File: src/rtl/cpu_fpu_pkg.sv
// Shared FPU definitions: divider FSM states, IEEE-754 single constants, flag bit positions.
package cpu_fpu_pkg;

  typedef enum logic [3:0] {
    S_IDLE,
    S_SPECIAL,
    S_NORM_A,
    S_NORM_B,
    S_SETUP,
    S_DIVIDE,
    S_POST,
    S_DENORM,
    S_ROUND,
    S_PACK,
    S_DONE
  } fsm_state_t;

  localparam logic [31:0]        FP_QNAN     = 32'hFFC0_0000;
  localparam logic signed [9:0]  FP_EXP_BIAS = 10'sd127;
  localparam logic signed [9:0]  FP_EMIN     = -10'sd126;
  localparam logic signed [9:0]  FP_EMAX     = 10'sd127;
  // Unbiased values of the all-ones and all-zeros exponent fields
  localparam logic signed [9:0]  FP_EXP_MAXF = 10'sd128;
  localparam logic signed [9:0]  FP_EXP_ZERO = -10'sd127;

  localparam int FLAG_NV = 4;
  localparam int FLAG_DZ = 3;
  localparam int FLAG_OF = 2;
  localparam int FLAG_UF = 1;
  localparam int FLAG_NX = 0;

  function automatic logic signed [9:0] fp_unbias(input logic [7:0] field);
    return $signed({2'b00, field}) - FP_EXP_BIAS;
  endfunction

endpackage

File: src/rtl/cpu_fpu_div_core.sv
// Restoring mantissa divider: one quotient bit per cycle, MSB first, QBITS cycles after start.
module cpu_fpu_div_core #(
  parameter int QBITS = 27
) (
  input  logic             clock,
  input  logic             reset,
  input  logic             start,
  input  logic [23:0]      dividend,
  input  logic [23:0]      divisor,
  output logic             done,
  output logic [QBITS-1:0] quot,
  output logic             rem_nz
);

  localparam logic [4:0] CNT_INIT = 5'(QBITS - 1);

  logic [24:0] rem;
  logic [24:0] rem_sub;
  logic [24:0] rem_next;
  logic        take;
  logic [4:0]  cnt;
  logic        busy;

  always_comb begin
    rem_sub  = rem - {1'b0, divisor};
    take     = rem >= {1'b0, divisor};
    rem_next = take ? rem_sub : rem;
    rem_nz   = rem != '0;
  end

  always_ff @(posedge clock) begin
    if (reset) begin
      busy <= 1'b0;
      done <= 1'b0;
    end else begin
      done <= 1'b0;
      if (start) begin
        rem  <= {1'b0, dividend};
        quot <= '0;
        cnt  <= CNT_INIT;
        busy <= 1'b1;
      end else if (busy) begin
        quot <= {quot[QBITS-2:0], take};
        // Remainder stays below 2*divisor, so the shifted value fits 25 bits
        rem  <= rem_next << 1;
        if (cnt == '0) begin
          busy <= 1'b0;
          done <= 1'b1;
        end else begin
          cnt <= cnt - 5'd1;
        end
      end
    end
  end

endmodule

File: src/rtl/cpu_fpu_div.sv
// IEEE-754 single divider (op1/op2), multi-cycle with RNE rounding and subnormal support.
// Optional IEEE exception flags output o_flags enabled by `define CPU_FPU_DIV_FLAGS_EN.
module cpu_fpu_div
  import cpu_fpu_pkg::*;
#(
  parameter int QBITS = 27
) (
  input  logic        i_clock,
  input  logic        i_reset,
  input  logic        i_request,
  input  logic [31:0] i_op1,
  input  logic [31:0] i_op2,
  output logic        o_ready,
  output logic [31:0] o_result
`ifdef CPU_FPU_DIV_FLAGS_EN
  ,
  output logic [4:0]  o_flags
`endif
);

  fsm_state_t state;

  logic                a_s, b_s, z_s;
  logic signed [9:0]   a_e, b_e, z_e;
  logic [23:0]         a_m, b_m, z_m;
  logic                guard, rnd, sticky;

  logic                core_start, core_done, rem_nz;
  logic [QBITS-1:0]    q;

  logic                a_nan, b_nan, a_inf, b_inf, a_zero, b_zero;
  logic signed [9:0]   post_e;
  logic                rnd_inc;
  logic                inexact;
  logic [7:0]          exp_field;

`ifdef CPU_FPU_DIV_FLAGS_EN
  logic                tiny;
`endif

  always_comb begin
    a_nan      = (a_e == FP_EXP_MAXF) && (a_m[22:0] != '0);
    b_nan      = (b_e == FP_EXP_MAXF) && (b_m[22:0] != '0);
    a_inf      = (a_e == FP_EXP_MAXF) && (a_m[22:0] == '0);
    b_inf      = (b_e == FP_EXP_MAXF) && (b_m[22:0] == '0);
    a_zero     = (a_e == FP_EXP_ZERO) && (a_m[22:0] == '0);
    b_zero     = (b_e == FP_EXP_ZERO) && (b_m[22:0] == '0);
    core_start = (state == S_SETUP);
    post_e     = q[QBITS-1] ? z_e : z_e - 10'sd1;
    rnd_inc    = guard & (rnd | sticky | z_m[0]);
    inexact    = guard | rnd | sticky;
    // A subnormal that did not round up into the normal range packs with a zero field
    exp_field  = (z_e == FP_EMIN && !z_m[23]) ? 8'h00 : 8'(z_e + FP_EXP_BIAS);
  end

  cpu_fpu_div_core #(.QBITS(QBITS)) u_core (
    .clock    (i_clock),
    .reset    (i_reset),
    .start    (core_start),
    .dividend (a_m),
    .divisor  (b_m),
    .done     (core_done),
    .quot     (q),
    .rem_nz   (rem_nz)
  );

  always_ff @(posedge i_clock) begin
    if (i_reset) begin
      state   <= S_IDLE;
      o_ready <= 1'b0;
`ifdef CPU_FPU_DIV_FLAGS_EN
      o_flags <= '0;
`endif
    end else begin
      case (state)
        S_IDLE: begin
          o_ready <= 1'b0;
`ifdef CPU_FPU_DIV_FLAGS_EN
          o_flags <= '0;
`endif
          if (i_request) begin
            a_s   <= i_op1[31];
            b_s   <= i_op2[31];
            a_e   <= fp_unbias(i_op1[30:23]);
            b_e   <= fp_unbias(i_op2[30:23]);
            a_m   <= {1'b0, i_op1[22:0]};
            b_m   <= {1'b0, i_op2[22:0]};
            state <= S_SPECIAL;
          end
        end

        S_SPECIAL: begin
          if (a_nan || b_nan || (a_inf && b_inf) || (a_zero && b_zero)) begin
            o_result <= FP_QNAN;
`ifdef CPU_FPU_DIV_FLAGS_EN
            o_flags[FLAG_NV] <= 1'b1;
`endif
            o_ready  <= 1'b1;
            state    <= S_DONE;
          end else if (a_inf) begin
            o_result <= {a_s ^ b_s, 8'hFF, 23'h0};
            o_ready  <= 1'b1;
            state    <= S_DONE;
          end else if (b_inf) begin
            o_result <= {a_s ^ b_s, 31'h0};
            o_ready  <= 1'b1;
            state    <= S_DONE;
          end else if (b_zero) begin
            o_result <= {a_s ^ b_s, 8'hFF, 23'h0};
`ifdef CPU_FPU_DIV_FLAGS_EN
            o_flags[FLAG_DZ] <= 1'b1;
`endif
            o_ready  <= 1'b1;
            state    <= S_DONE;
          end else if (a_zero) begin
            o_result <= {a_s ^ b_s, 31'h0};
            o_ready  <= 1'b1;
            state    <= S_DONE;
          end else begin
            if (a_e == FP_EXP_ZERO) a_e <= FP_EMIN;
            else                    a_m[23] <= 1'b1;
            if (b_e == FP_EXP_ZERO) b_e <= FP_EMIN;
            else                    b_m[23] <= 1'b1;
            state <= S_NORM_A;
          end
        end

        S_NORM_A: begin
          if (a_m[23]) begin
            state <= S_NORM_B;
          end else begin
            a_m <= a_m << 1;
            a_e <= a_e - 10'sd1;
          end
        end

        S_NORM_B: begin
          if (b_m[23]) begin
            state <= S_SETUP;
          end else begin
            b_m <= b_m << 1;
            b_e <= b_e - 10'sd1;
          end
        end

        S_SETUP: begin
          z_s   <= a_s ^ b_s;
          z_e   <= a_e - b_e;
          state <= S_DIVIDE;
        end

        S_DIVIDE: begin
          if (core_done) state <= S_POST;
        end

        S_POST: begin
          // Quotient lies in [0.5, 2); the MSB picks which bits form the mantissa
          z_e <= post_e;
          if (q[QBITS-1]) begin
            z_m    <= q[QBITS-1:3];
            guard  <= q[2];
            rnd    <= q[1];
            sticky <= q[0] | rem_nz;
          end else begin
            z_m    <= q[QBITS-2:2];
            guard  <= q[1];
            rnd    <= q[0];
            sticky <= rem_nz;
          end
`ifdef CPU_FPU_DIV_FLAGS_EN
          tiny <= post_e < FP_EMIN;
`endif
          state <= S_DENORM;
        end

        S_DENORM: begin
          if (z_e < FP_EMIN) begin
            z_m    <= z_m >> 1;
            z_e    <= z_e + 10'sd1;
            guard  <= z_m[0];
            rnd    <= guard;
            sticky <= sticky | rnd;
          end else begin
            state <= S_ROUND;
          end
        end

        S_ROUND: begin
          if (rnd_inc) begin
            if (z_m == 24'hFF_FFFF) begin
              z_m <= 24'h80_0000;
              z_e <= z_e + 10'sd1;
            end else begin
              z_m <= z_m + 24'd1;
            end
          end
`ifdef CPU_FPU_DIV_FLAGS_EN
          o_flags[FLAG_NX] <= inexact;
          o_flags[FLAG_UF] <= tiny & inexact;
`endif
          state <= S_PACK;
        end

        S_PACK: begin
          if (z_e > FP_EMAX) begin
            o_result <= {z_s, 8'hFF, 23'h0};
`ifdef CPU_FPU_DIV_FLAGS_EN
            o_flags[FLAG_OF] <= 1'b1;
            o_flags[FLAG_NX] <= 1'b1;
`endif
          end else begin
            o_result <= {z_s, exp_field, z_m[22:0]};
          end
          o_ready <= 1'b1;
          state   <= S_DONE;
        end

        S_DONE: begin
          if (!i_request) begin
            o_ready <= 1'b0;
            state   <= S_IDLE;
          end
        end

        default: begin
          o_ready <= 1'b0;
          state   <= S_IDLE;
        end
      endcase
    end
  end

endmodule
File: config.mk
export PLATFORM = sky130hd
export DESIGN_NAME = cpu_fpu_div
export DESIGN_NICKNAME = d
export VERILOG_FILES = /design/src/rtl/cpu_fpu_pkg.sv /design/src/rtl/cpu_fpu_div_core.sv /design/src/rtl/cpu_fpu_div.sv
export SDC_FILE = /design/constraint.sdc
export NUM_CORES = 1
export LEC_CHECK = 0
export BUFFER_PORTS_ARGS = -buffer_cell sky130_fd_sc_hd__buf_4
export CAP_MARGIN = 20
export CORE_AREA = 2 2 171 131
export DETAILED_ROUTE_END_ITERATION = 12
export DIE_AREA = 0 0 173 133
export PLACE_DENSITY = 0.82
export SLEW_MARGIN = 10
export SYNTH_ARGS = -nofsm -noshare
export SYNTH_HDL_FRONTEND = slang
export SYNTH_SLANG_ARGS = --single-unit
File: constraint.sdc
create_clock -name i_clock -period 15.18 [get_ports i_clock]
set_input_delay 3.036 -clock i_clock [delete_from_list [all_inputs] [get_ports i_clock]]
set_output_delay 3.036 -clock i_clock [all_outputs]
set_load 0.01 [all_outputs]
==> run summary, run 1 <==
Worst hold stages - 1
Clock transition at path regs - 0.06 ns
Diode count - 0
Port Buf Inserts - 99
Worst Hold Class - flip-flop to flip-flop
Fin Setup TNS - 0 ns
H-tree depth - 1
Fin Clk Skew - 0.0157 ns
DIE HEIGHT - 133 um
Placement Cell Area - 13600 um^2
Area share of the largest cell type after synthesis - 47.0%
Resized Gates After CTS - 0
Synth Area per Inst - 9.60 um^2
Worst min-delay path startpoint - u_core.busy
Highest clock rate - 0.226 GHz
GRT Util Overall - 27.5%
RSZ-0062 raised after global routing - false
Relative slew slack - 34.1%
Pins over their slew limit - 0
Main combinational cell family by area after synthesis - simple AND/OR/NAND/NOR gates
DR WL/cell - 18.8 um
Initial Utilization - 58.5%
Synth warn - 0
Worst path bufs/invs - 1
Worst setup EP type - flip-flop
Switching Share - 31.0%
Drt drc - 0
Netlist Area Pre-Place - 12600 um^2
# IOs - 100
Top FF cell, synth - edfxtp_1
#FFs+latches synth - 204
DPL Wire Length - 22900 um
Simple-gate area share of the yosys netlist - 19.4%
Wire length after detailed routing - 31800 um
Clock Power Share - 32.2%
Critical Path AT - 4.56 ns
CTS Hold Bufs - 0
Mux contribution to synthesized area - 2.46%
Post-CTS Setup Inserts - 0
Critical Path Max Stage Delay - 0.68 ns
ANT nets after route - 0
Critical-path cell list - buf_4 -> nor3_1 -> o21ai_0 -> a21oi_4
EDFF count, synth - 197
Die Wd - 173 um
FP Rows - 47
Design Area, Final - 14400 um^2
Number of global-route vias before repair - 9763
Initial antenna violation count - 0
Share of layout cells above drive strength 1 - 12.1%
Crit start category - input port
Synth-to-Final Area Change - 14.2%
DR pass1 iterations - 6
Outcome - completed
Crit Path Max Fanout - 23
First-pass GRT wire length - 51000 um
Psw - 521 uW
Worst-Skew Late Latency - 0.52 ns
Final Setup Violations - 0
Area leader, netlist - edfxtp_1
Crit. Startpoint - i_reset
TritonCTS clock tree - yes
Gr ovfl total - 0
Synth area leaders - edfxtp_1 47%, a21oi_1 5.0%, ha_1 4.5%
CTS Buffer Depth - 3
Register area share after synthesis - 48.1%
Adder-Cell Fraction of Synth Area - 4.79%
Fill count - 1706
CP Depth - 4
Largest net degree at the start of global routing - 58
Post-Syn Instances - 1311
Via Count - 10500
Compound-cell area share of the yosys netlist - 14.9%
# nets final - 1500
Tmin final - 4.42 ns
TritonCTS Buffers - 22
Clock sink count - 204
Max VDD drop - 0.0732 mV
Worst-Margin Slew - 0.989 ns
WHS - 0.526 ns
RD Place Congestion - 0.907
Crit Path Class - input port to flip-flop
Core box area - 21500 um^2
MaxCap Viol Count - 0
Vias per cell - 6.18
CP required - 15.32 ns
Cell-internal power - 1.16 mW
Die ar. - 23000 um^2
Final hold vios - 0
Worst R2R Path Depth - 10
Xor/xnor share of the synthesized area - 6.68%
Slowest library cell on the worst path - a21oi_4
Sequential fraction of design power - 44.0%
Reg2reg start - b_m[23]
Combinational power share - 23.8%
Synth cell types - 66
P_leak - 5.40 nW
Syn_nets - 1425
Pwr per Cell Area - 117 nW/um^2
Async SR Flop Fraction - 0%
Fin crit share - 29.1%
Cell family with most CP delay - compound AO/OA/AOI/OAI gates
Final core utilization - 66.8%
CTS root buf - clkbuf_16
DRT iter0 DRCs - 1206
path summary, 6_finish.rpt:
kind | to | slack [ns]
worst max-delay path | b_m[14] | 10.76
worst min-delay path | u_core.done | 0.53
worst max register to register | u_core.rem[4] | 11.22
worst min register to register | u_core.done | 0.53
area by class of cell:
| class | count | area (um^2) | share of cell area (%) |
|---|---|---|---|
| clock inverters | 14 | 109 | 0.757 |
| clock buffers | 26 | 628 | 4.37 |
| multi-input cells | 989 | 6130 | 42.6 |
| flip-flops and latches | 204 | 6060 | 42.1 |
| inverters | 52 | 195 | 1.36 |
| well taps | 294 | 368 | 2.56 |
| repair buffers | 117 | 898 | 6.25 |
flip-flops by register name, indices dropped and copies added, names as in the netlist, 10 cells and up:
register     flops
a_e             10
o_result        32
b_m             24
u_core.rem      25
z_m             24
b_e             10
a_m             24
u_core.quot     27
z_e             10
cell usage in the layout, fill, tap and decap left out, types with 24 or more instances in the layout:
| cell type | netlist | final |
|---|---|---|
| buf_4 | 0 | 115 |
| xor2_1 | 34 | 34 |
| clkbuf_16 | 0 | 24 |
| and2_1 | 51 | 51 |
| nand2_1 | 147 | 147 |
| ha_1 | 45 | 45 |
| nand2b_1 | 33 | 33 |
| nand3_1 | 29 | 28 |
| a21oi_1 | 125 | 121 |
| nor2_1 | 100 | 97 |
| o31ai_1 | 26 | 26 |
| xnor2_1 | 62 | 62 |
| mux2i_1 | 31 | 31 |
| o21ai_0 | 86 | 86 |
| edfxtp_1 | 197 | 197 |
| inv_1 | 52 | 52 |
| nor3_1 | 56 | 55 |
stage by stage:
stage | std cells | worst slack [ns] | total power, mW
2_1_floorplan | 1311 | 8.28 | 1.01
5_1_grt | 1696 | 10.58 | 1.75
4_1_cts | 1695 | 10.47 | 1.67
3_3_place_gp | 1653 | 10.10 | 1.12
6_report | 1696 | 10.76 | 1.68
3_5_place_dp | 1655 | 9.96 | 1.13
synth_stat cells (all sizes together) (5+ instances only):
library cell,count
nand4,9
nor2b,8
o31ai,26
nor2,100
edfxtp,197
o211ai,5
dfxtp,7
or3,10
xnor2,62
clkbuf,55
o21ai,87
nand2b,33
a21o,7
a211oi,8
o22ai,14
nor4,23
xor2,34
buf,11
nor3,56
nand3,29
and3,12
a21oi,125
mux2i,31
nand3b,5
inv,52
ha,45
and2,51
nand2,147
routing by layer:
layer  track usage (%)  part of all wire [%]
met5                 0                     0
met4              7.06                   2.5
met3              6.01                    12
met2              39.5                    42
met1              42.1                    44
power groups by stage:
stage          clock [mW]  sequential [mW]  combinational [mW]
6_report            0.541            0.741               0.400
5_1_grt             0.563            0.746               0.441
4_1_cts             0.541            0.738               0.388
3_5_place_dp            0            0.750               0.383
3_3_place_gp            0            0.748               0.369
2_1_floorplan           0            0.722               0.291
logic make-up after synthesis:
logic type | count (synthesis)
AND/OR/NAND/NOR | 499
XOR/XNOR | 96
flip-flops | 204
buffers and inverters | 118
adder cells (fa/ha/maj) | 47
multiplexers | 31
AO/OA/AOI/OAI | 316
Note: power is estimated with default switching activity, not from simulation.
==> run 2: changes to the inputs <==
Settings changed: ABC_AREA set to 1, CORE_AREA 2 2 171 131 to 2 2 181 138, DIE_AREA 0 0 173 133 to 0 0 183 140, PLACE_DENSITY 0.82 to 0.8.
Clock period 15.18 ns to 4 ns, I/O delays scaled along.
==> run summary, run 2 <==
Outcome - completed
Drt drc - 0
Registers with the most flip-flops - o_result x32, u_core.quot x27, u_core.rem x25
H-tree depth - 1
P_leak - 6.47 nW
Pwr per Cell Area - 583 nW/um^2
Highest clock rate - 0.312 GHz
Worst setup EP type - flip-flop
CTS root buf - clkbuf_16
Core box area - 23800 um^2
Slowest library cell on the worst path - edfxtp_1
Multi-input logic area - 6120 um^2
DIE HEIGHT - 140 um
# IOs - 100
Cell count after placement - 1979
Worst-Margin Slew - 0.988 ns
# nets final - 1811
Area share of the largest cell type after synthesis - 44.8%
Commonest non-fill, non-tap cells in the layout - 342 x nand2_1, 221 x inv_1, 197 x edfxtp_1
Final non-filler cell total - 2019
Top FF cell, synth - edfxtp_1
Largest net degree at the start of global routing - 52
Worst Hold Class - input port to flip-flop
Synth warn - 0
Clock sink count - 204
Share of layout cells above drive strength 1 - 11.2%
MaxCap Viol Count - 0
First-pass GRT wire length - 59200 um
Synth-to-Final Area Change - 13.2%
CP required - 4.16 ns
Async SR Flop Fraction - 0%
Netlist Area Pre-Place - 13200 um^2
Fin Setup TNS - 0 ns
DR WL/cell - 18.9 um
Number of global-route vias before repair - 10900
Commonest non-fill, non-tap cell in the layout - nand2_1
Initial Utilization - 55.5%
Area leader, netlist - edfxtp_1
Final Setup Violations - 0
Crit Path Max Fanout - 32
GRT Util Overall - 29.4%
Fill count - 2032
TritonCTS Buffers - 22
Fin crit share - 80.2%
DRT iter0 DRCs - 1496
Reg area - 6060 um^2
Port Buf Inserts - 99
Vias per cell - 5.88
Crit start category - flip-flop
EDFF count, synth - 197
Initial antenna violation count - 0
#FFs+latches synth - 204
Commonest cells post-synth - 342 x nand2_1, 221 x inv_1, 197 x edfxtp_1, 191 x nor2_1, 104 x o21ai_0
Worst-Skew Late Latency - 0.51 ns
Post-CTS Setup Inserts - 0
Diode count - 0
Die Wd - 183 um
RSZ-0062 raised after global routing - false
Post-Syn Instances - 1601
Largest register FFs - 32
TritonCTS clock tree - yes
Syn_nets - 1715
Cell family with most CP delay - simple AND/OR/NAND/NOR gates
Pins over their slew limit - 0
Synth area leaders - edfxtp_1 45%, nand2_1 9.7%, inv_1 6.3%
Wire length after detailed routing - 38100 um
DPL Wire Length - 29100 um
Placement Cell Area - 14300 um^2
Fin Clk Skew - 0.0107 ns
Die ar. - 25600 um^2
Synth Area per Inst - 8.24 um^2
Crit Path Class - flip-flop to flip-flop
FP Rows - 49
RD Place Congestion - 0.961
Synth cell types - 58
Critical-path cell list - inv_1 -> ha_1 -> nand2_1 -> nor2_1 -> nand2_1 -> nor2_1 -> nand4_1 -> nor2_1 -> nor2_1 -> nand4_1 -> o21ai_0 -> nor2_2 -> buf_4
Cell mode on critical path - nor2_1
Most common cell in the netlist - nand2_1
Gr ovfl total - 0
CTS Buffer Depth - 3
Final hold vios - 0
ANT nets after route - 0
Relative slew slack - 34.0%
Critical Path AT - 3.37 ns
Design Area, Final - 14900 um^2
Top reg by flops - o_result
Clock transition at path regs - 0.07 ns
Critical Path Max Stage Delay - 0.44 ns
CTS Hold Bufs - 0
DR pass1 iterations - 6
Max VDD drop - 0.333 mV
Tmin final - 3.21 ns
Via Count - 11900
Register area share after synthesis - 45.9%
Worst path bufs/invs - 2
Resized Gates After CTS - 0
## run 2: worst paths after layout
check | from | endpoint | slack, ns | cells past startpoint
max | a_e[1] | o_result[5] | 0.79 | 13
min | i_op1[31] | a_s | 0.47 | 1
max reg2reg | a_e[1] | o_result[5] | 0.79 | 13
min reg2reg | o_ready | o_ready | 0.48 | 2
## run 2: kinds of logic (layout without fill, tap and decap cells)
family / Yosys count / in the layout / synth area share, %
AOI/OAI and AO/OA: 283 / 283 / 13.0
xor gates and xnor gates: 52 / 52 / 3.65
adders and majority gates: 47 / 47 / 4.57
buffers and inverters: 273 / 385 / 8.03
DFF: 204 / 204 / 45.9
and+or+nand+nor: 742 / 742 / 24.9
## run 2: per-layer routing
metal	global-route usage [%]	vias up	wire, um
li1	-	5665	-
met1	48.2	5542	18300
met2	40.4	614	15200
met3	5.30	49	4050
met4	5.14	0	566
met5	0	-	0
## run 2: final cells by class
type / count / area share (%)
clock buffers: 30 / 4.03
multi-input cells: 1124 / 40.9
well taps: 306 / 2.56
repair buffers: 115 / 5.86
inverters: 230 / 5.78
clock inverters: 10 / 0.310
flip-flops and latches: 204 / 40.5
## run 2: where the power goes
group	internal, mW	switching (mW)	total [mW]
Sequential	3.03	0.296	3.33
Combinational	1.16	2.31	3.46
Clock	1.05	0.862	1.91
## run 2: per-stage QoR
stage          utilization (%)  setup slack, ns  hold slack [ns]  total power [mW]
6_report                  62.8            0.791            0.473              8.71
4_1_cts                   62.8            0.879            0.460              8.64
5_1_grt                   62.8            0.653            0.463              9.23
2_1_floorplan                -            0.184            0.472              5.63
3_3_place_gp              60.1            0.962            0.453              6.68
3_5_place_dp              60.1            0.897            0.468              6.73
==> run 3: changes to the inputs <==
Settings changed: ABC_AREA 1 to 0, CORE_AREA 2 2 181 138 to 2 2 178 137, DIE_AREA 0 0 183 140 to 0 0 180 139, PLACE_DENSITY 0.8 to 0.79.
Clock period 4 ns to 2.7 ns, I/O delays scaled along.
==> run summary, run 3 (synthesized netlist as in run 1, its figures left out) <==
Outcome - completed
Final core utilization - 66.1%
First-pass GRT wire length - 54000 um
Worst-Skew Late Latency - 0.51 ns
Reg-to-reg slack, setup - 0.0005 ns
Reg2reg start - u_core.rem[20]
Largest net degree at the start of global routing - 58
Fill count - 1852
Fin crit share - 100%
Drt drc - 0
DR pass1 iterations - 5
DPL Wire Length - 25600 um
CP required - 3.07 ns
RD Place Congestion - 1.01
# IOs - 100
Critical Path AT - 3.07 ns
Worst setup EP type - flip-flop
Fin Clk Skew - 0.0202 ns
Die Wd - 180 um
Crit Path Class - flip-flop to flip-flop
Largest register FFs - 32
Number of global-route vias before repair - 9878
TritonCTS Buffers - 22
Crit Path Max Fanout - 5
Share of layout cells above drive strength 1 - 21.0%
Top reg by flops - o_result
Clock sink count - 204
Die ar. - 25000 um^2
Final Setup Violations - 0
H-tree depth - 1
Crit. Startpoint - u_core.rem[20]
Registers with the most flip-flops - o_result x32, u_core.quot x27, u_core.rem x25
# nets final - 1604
WHS - 0.216 ns
Tmin final - 2.70 ns
DIE HEIGHT - 139 um
GRT Util Overall - 26.8%
Port Buf Inserts - 99
Initial antenna violation count - 0
Cell count after placement - 1769
Diode count - 0
MaxCap Viol Count - 0
CTS root buf - clkbuf_16
DR WL/cell - 19.1 um
Final hold vios - 0
TritonCTS clock tree - yes
Synth-to-Final Area Change - 22.7%
DRT iter0 DRCs - 1339
P_leak - 5.91 nW
Critical Path Max Stage Delay - 0.48 ns
Clock transition at path regs - 0.07 ns
Commonest non-fill, non-tap cells in the layout - 211 x buf_4, 197 x edfxtp_1, 143 x nand2_1
Vias per cell - 5.94
Gr ovfl total - 0
Commonest non-fill, non-tap cell in the layout - buf_4
Relative slew slack - 55.4%
Slowest library cell on the worst path - edfxtp_1
Worst-Margin Slew - 0.663 ns
RSZ-0062 raised after global routing - true
Pins over their slew limit - 0
Max VDD drop - 0.459 mV
Worst Hold Class - input port to flip-flop
Worst min-delay path startpoint - i_op1[31]
CTS Buffer Depth - 3
Highest clock rate - 0.370 GHz
Critical-path cell list - ha_1 -> and3_4 -> nand2_2 -> nor4_2 -> a311o_1 -> nor3_2 -> a21o_1 -> buf_6 -> or3_1 -> a21oi_1
Core box area - 23400 um^2
CTS Hold Bufs - 0
ANT nets after route - 0
Final non-filler cell total - 1811
Via Count - 10800
Pwr per Cell Area - 627 nW/um^2
Initial Utilization - 53.9%
FP Rows - 49
Crit start category - flip-flop
Wire length after detailed routing - 34600 um
run 3: path summary, 6_finish.rpt:
kind	endpoint	cells after the start
setup / recovery	u_core.rem[4]	10
hold / removal	a_s	1
setup reg to reg	u_core.rem[4]	10
hold reg to reg	u_core.done	1
run 3: layout make-up:
cell class / instances / area, um^2 / share of cell area (%)
Clock buffer: 28 / 594 / 3.85
Clock inverter: 11 / 83.8 / 0.543
Inverter: 52 / 195 / 1.26
Multi-Input combinational cell: 989 / 6370 / 41.2
Sequential cell: 204 / 6060 / 39.2
Tap cell: 306 / 383 / 2.48
Timing Repair Buffer: 221 / 1760 / 11.4
run 3: timing repair:
item                       CTS  global route
setup endpoints to repair    1            69
cloned                       0             1
pin swaps                    0            21
buffers inserted             0             2
gates resized for setup      1            48
run 3: critical path, delay by kind of cell, from the launching register on:
| family | cells | cell delay, ns |
|---|---|---|
| AOI/OAI and AO/OA | 3 | 0.65 |
| DFF | 1 | 0.48 |
| and+or+nand+nor | 5 | 0.93 |
| adders and majority gates | 1 | 0.35 |
| buffers and inverters | 1 | 0.14 |
run 3: through the flow:
| step | setup TNS [ns] | worst slack (ns) | power [mW] | area [um^2] |
|---|---|---|---|---|
| floorplan | -12.62 | -0.394 | 5.72 | 12700 |
| global placement | 0 | 0.0666 | 6.61 | 14500 |
| detailed placement | 0 | 0.00557 | 6.67 | 14500 |
| CTS | 0 | 0.0242 | 9.55 | 15200 |
| global route | -0.557 | -0.0533 | 10.1 | 15400 |
| finish | 0 | 0.000468 | 9.69 | 15400 |
run 3: where the power goes:
group / leakage [nW] / switching, mW / total (mW) / internal (mW)
Sequential: 1.86 / 0.178 / 4.04 / 3.86
Combinational: 3.72 / 1.60 / 2.75 / 1.15
Clock: 0.324 / 1.25 / 2.90 / 1.65
Total: 5.91 / 3.03 / 9.69 / 6.66
run 3: routing by layer:
layer | track usage, % | wire length [um]
met2 | 35.3 | 13700
met1 | 43.9 | 16600
met4 | 4.36 | 514
met5 | 0 | 0
met3 | 7.01 | 3850
